<file path="src/rtl/shift_sequencer.sv">
// shift_sequencer: multi-cycle shift controller for the 16-bit datapath.
// It captures an operand, a 2-bit shift code and a step count. It then issues
// the single-bit shift code once per cycle while stepping an internal working
// register. It returns the result on dout together with a one-cycle done pulse.
module shift_sequencer #(
  parameter int WIDTH = 16,
  parameter int AMT_W = 4
) (
  input  logic             clk,
  input  logic             rst_n,
  input  logic             start,
  input  logic [1:0]       op,
  input  logic [AMT_W-1:0] amount,
  input  logic [WIDTH-1:0] din,
  output logic             busy,
  output logic             done,
  output logic [WIDTH-1:0] dout,
  output logic [1:0]       shift
);

  typedef enum logic [1:0] {
    IDLE  = 2'b00,
    SHIFT = 2'b01,
    DONE  = 2'b10
  } state_t;

  state_t             state_r;
  logic [WIDTH-1:0]   work_r;
  logic [1:0]         op_q_r;
  logic [AMT_W-1:0]   cnt_r;
  logic [WIDTH-1:0]   dout_r;
  logic               busy_r;
  logic               done_r;
  logic [WIDTH-1:0]   step_s;
  logic [1:0]         shift_s;

  // One single-bit step of the datapath shift-code encoding.
  function automatic logic [WIDTH-1:0] shift_step(input logic [WIDTH-1:0] v,
                                                  input logic [1:0]       code);
    logic [WIDTH-1:0] r;
    case (code)
      2'b01:   r = {v[WIDTH-2:0], 1'b0};
      2'b10:   r = {1'b0, v[WIDTH-1:1]};
      2'b11:   r = {v[WIDTH-1], v[WIDTH-1:1]};
      default: r = v;
    endcase
    return r;
  endfunction

  // Next working value for the current SHIFT cycle.
  always_comb begin
    step_s = shift_step(work_r, op_q_r);
  end

  // Issued shift code: the captured code while stepping, pass otherwise.
  always_comb begin
    shift_s = 2'b00;
    if (state_r == SHIFT) begin
      shift_s = op_q_r;
    end else begin
      shift_s = 2'b00;
    end
  end

  // Control FSM with the working register and the registered status and result.
  always_ff @(posedge clk or negedge rst_n) begin
    if (!rst_n) begin
      state_r <= IDLE;
      work_r  <= {WIDTH{1'b0}};
      op_q_r  <= 2'b00;
      cnt_r   <= {AMT_W{1'b0}};
      dout_r  <= {WIDTH{1'b0}};
      busy_r  <= 1'b0;
      done_r  <= 1'b0;
    end else begin
      case (state_r)
        IDLE: begin
          done_r <= 1'b0;
          if (start) begin
            work_r <= din;
            op_q_r <= op;
            cnt_r  <= amount;
            busy_r <= 1'b1;
            // A pass code or a zero count needs no stepping.
            if ((op == 2'b00) || (amount == {AMT_W{1'b0}})) begin
              dout_r  <= din;
              done_r  <= 1'b1;
              state_r <= DONE;
            end else begin
              state_r <= SHIFT;
            end
          end else begin
            busy_r <= 1'b0;
          end
        end
        SHIFT: begin
          work_r <= step_s;
          cnt_r  <= cnt_r - {{(AMT_W-1){1'b0}}, 1'b1};
          if (cnt_r == {{(AMT_W-1){1'b0}}, 1'b1}) begin
            dout_r  <= step_s;
            done_r  <= 1'b1;
            state_r <= DONE;
          end else begin
            state_r <= SHIFT;
          end
        end
        DONE: begin
          done_r  <= 1'b0;
          busy_r  <= 1'b0;
          state_r <= IDLE;
        end
        default: begin
          done_r  <= 1'b0;
          busy_r  <= 1'b0;
          state_r <= IDLE;
        end
      endcase
    end
  end

  assign busy  = busy_r;
  assign done  = done_r;
  assign dout  = dout_r;
  assign shift = shift_s;

endmodule

</file>
<file path="config.mk">
export PLATFORM = sky130hd
export DESIGN_NAME = shift_sequencer
export DESIGN_NICKNAME = d
export VERILOG_FILES = /design/src/rtl/shift_sequencer.sv
export SDC_FILE = /design/constraint.sdc
export NUM_CORES = 1
export LEC_CHECK = 0
export BUFFER_PORTS_ARGS = -buffer_cell sky130_fd_sc_hd__buf_2
export CORE_MARGIN = 3
export CORE_UTILIZATION = 32
export DETAILED_ROUTE_END_ITERATION = 6
export PLACE_DENSITY_LB_ADDON = 0.05
export REMOVE_ABC_BUFFERS = 1
export SETUP_SLACK_MARGIN = 0.02
export SLEW_MARGIN = 20
export SYNTH_ARGS = -nofsm -noshare
export SYNTH_HDL_FRONTEND = slang
export SYNTH_SLANG_ARGS = --single-unit
export TNS_END_PERCENT = 50
</file>
<file path="constraint.sdc">
create_clock -name clk -period 1.7 [get_ports clk]
set_input_delay 0.255 -clock clk [delete_from_list [all_inputs] [get_ports clk]]
set_output_delay 0.255 -clock clk [all_outputs]
set_load 0.1 [all_outputs]
</file>
==> results_dict.tcl <==
set metrics [dict create \
    cts_tree "yes" \
    wl_per_cell_um 14.6 \
    synthDistinctLibCells 35 \
    synth_ff_type "dfrtp_1" \
    drt_iter0_markers 87 \
    grt_antenna_before_repair 0 \
    hp-class "input port to flip-flop" \
    die_y_um 90.6 \
    fill_cells 688 \
    ys_seq_area_frac 0.459 \
    grt_max_degree 43 \
    drive_above_1_share 0.382 \
    max_freq_ghz 0.624 \
    finalSetupViolCount 0 \
    skew_ns 0.0120 \
    synth.top_cell.area_share 0.459 \
    cts_buffers 5 \
    design.core.area_um2 6870 \
    area_growth_pct 24.4 \
    start_util 0.333 \
    htreeDepth 2 \
    slew_violations 0 \
    dp_slack_ns 0.0967 \
    final-hold-violation-count 0 \
    dr.pass1.iters 4 \
    syn_area_um2 2290 \
    netlist_instances 222 \
    syn_avg_cell_area_um2 10.3 \
    clk_path_buf_depth 2 \
    yosys_warnings 0 \
    die_x_um 90.6 \
    multi_input_area_um2 1110 \
    crit_slowest_cell "dfrtp_2" \
    cts-root-buf "clkbuf_8" \
    yosysTopAreaCell "dfrtp_1" \
    grt.overflow.total 0 \
    setup_slack_ns 0.0974 \
    cp.required_ns 1.88 \
    dpl.cell_count 363 \
    synth_top_cells_by_area "dfrtp_1 (46%), mux2_2 (8.9%), mux2i_1 (7.9%)" \
    synth_seq_cells 42 \
    port_buffers 44 \
    tightest_slew_ns 0.492 \
    num_rows 30 \
    via_count 1783 \
    final_nets 307 \
    critPathArrivalTime_ns 1.79 \
    io_pins 45 \
    rsz0062_at_grt "false" \
    fin_util 0.415 \
    post-route-drc-count 0 \
    clock_latency_ns 0.30 \
    period_minus_slack_ns 1.60 \
    grt_pass1_vias 1880 \
    period_share 0.943 \
    cap_violations 0 \
    hpwl_mm 3.91 \
    path_clk_slew_ns 0.09 \
    crit_type "flip-flop to flip-flop" \
    drtAntennaViolNets 0 \
    status "complete, no violations" \
    routed_wl_mm 5.50 \
    grt_pass1_wl_mm 9.53 \
    path_cells "buf_4, nor2b_4, nand2b_2, o22ai_4, buf_12, mux2_2" \
    timing.slew.headroom 0.674 \
    synth_common_cells "dfrtp_1 (42), o21ai_0 (19), mux2_2 (18), mux2i_1 (18)" \
    synth.most_common_cell "dfrtp_1" \
    cp_max_fo 8 \
    synth_edf_count 0 \
    crit_path_start_kind "flip-flop" \
    vias_per_cell 4.74 \
    regArea_um2 1050 \
    diodes 0 \
    postSynth.asyncResetShare 1.00 \
    die-area_um2 8200 \
    cts.sinks 42 \
    grt_use_total 0.144 \
    end_kind "flip-flop" \
    critPathMaxStageDelay_ns 0.45 \
    gp_routability_congestion 0.701 \
    fin_cells 376 \
]
[final cells by class]
type / instances / share of cell area
multi-input combinational: 154 / 0.388
sequential: 42 / 0.370
timing repair buffer: 66 / 0.156
tap: 96 / 0.0422
clock buffer: 5 / 0.0242
inverter: 11 / 0.0158
clock inverter: 2 / 0.00351
[cells in the final DEF (no fill, tap or decap), types with 2 or more instances in the layout]
master,count
inv_1,10
dfrtp_2,3
ha_1,2
a21oi_1,17
nor2b_4,2
nand2_1,16
clkinv_2,2
nor2_1,14
a221oi_1,3
clkbuf_8,5
buf_2,42
nor3_1,4
mux2i_1,18
o22ai_1,2
or2_2,2
nor2b_1,9
buf_4,19
nand3b_1,2
a211oi_1,9
o21ai_0,19
a21o_1,3
buf_12,4
dfrtp_1,39
mux2_2,18
[per-stage QoR]
step	hold WS [ns]	TNS [ns]	area [µm²]
2_1_floorplan	-0.0406	-1.10	2180
3_3_place_gp	0.257	0	2700
3_5_place_dp	0.254	0	2700
4_1_cts	0.203	0	2840
5_1_grt	0.224	0	2850
6_report	0.209	0	2850
[registers in the layout (all words and copies together) (netlist names)]
| register | count |
|---|---|
| dout | 16 |
| work_r | 16 |
| cnt_r | 4 |
| op_q_r | 2 |
| state_r | 2 |
| busy | 1 |
| done | 1 |
[critical path, delay by kind of cell (launching register included)]
| family | cells | cell delay, ns |
|---|---|---|
| flip-flops | 1 | 0.45 |
| buffers and inverters | 2 | 0.33 |
| multiplexers | 1 | 0.33 |
| AND/OR/NAND/NOR | 2 | 0.23 |
| AO/OA/AOI/OAI | 1 | 0.14 |
[metal layers]
layer | routed length [µm] | global-route usage | vias up
met3 | 215 | 0.0275 | 7
li1 | - | - | 902
met1 | 2860 | 0.212 | 831
met4 | 78 | 0.0497 | 0
met5 | 0 | 0 | -
met2 | 2340 | 0.209 | 43
[kinds of logic (layout without fill, tap and decap cells)]
group                    Yosys count  count (layout)  share of synthesized area
AND/OR/NAND/NOR                   56              56                      0.127
buffers and inverters             26              84                     0.0640
adder cells (fa/ha/maj)            2               2                     0.0109
multiplexers                      37              37                      0.174
flip-flops                        42              42                      0.459
AO/OA/AOI/OAI                     59              59                      0.165
[final timing paths]
| path | startpoint | end | slack (ns) | cells after the start |
|---|---|---|---|---|
| min | op[1] | op_q_r[1] | 0.21 | 2 |
| max reg2reg | state_r[0] | dout[8] | 0.1 | 6 |
| max in group asynchronous | rst_n | state_r[0] | 1.02 | 3 |
| min in group asynchronous | rst_n | done | 0.45 | 3 |
| min reg2reg | dout[9] | dout[9] | 0.51 | 1 |
| max | state_r[0] | dout[8] | 0.1 | 6 |
[what timing repair did]
item                                   in CTS  in global routing
hold buffers                                1                  0
endpoints found under the hold margin      42                  0
setup endpoints to repair                   2                 17
gates resized for setup                     4                  5
pin swaps                                   0                  1
setup buffers                               5                  0
Power is left out: the tool's default activity adds up to more than one toggle a clock period on the data nets, which glitch-free logic cannot reach.
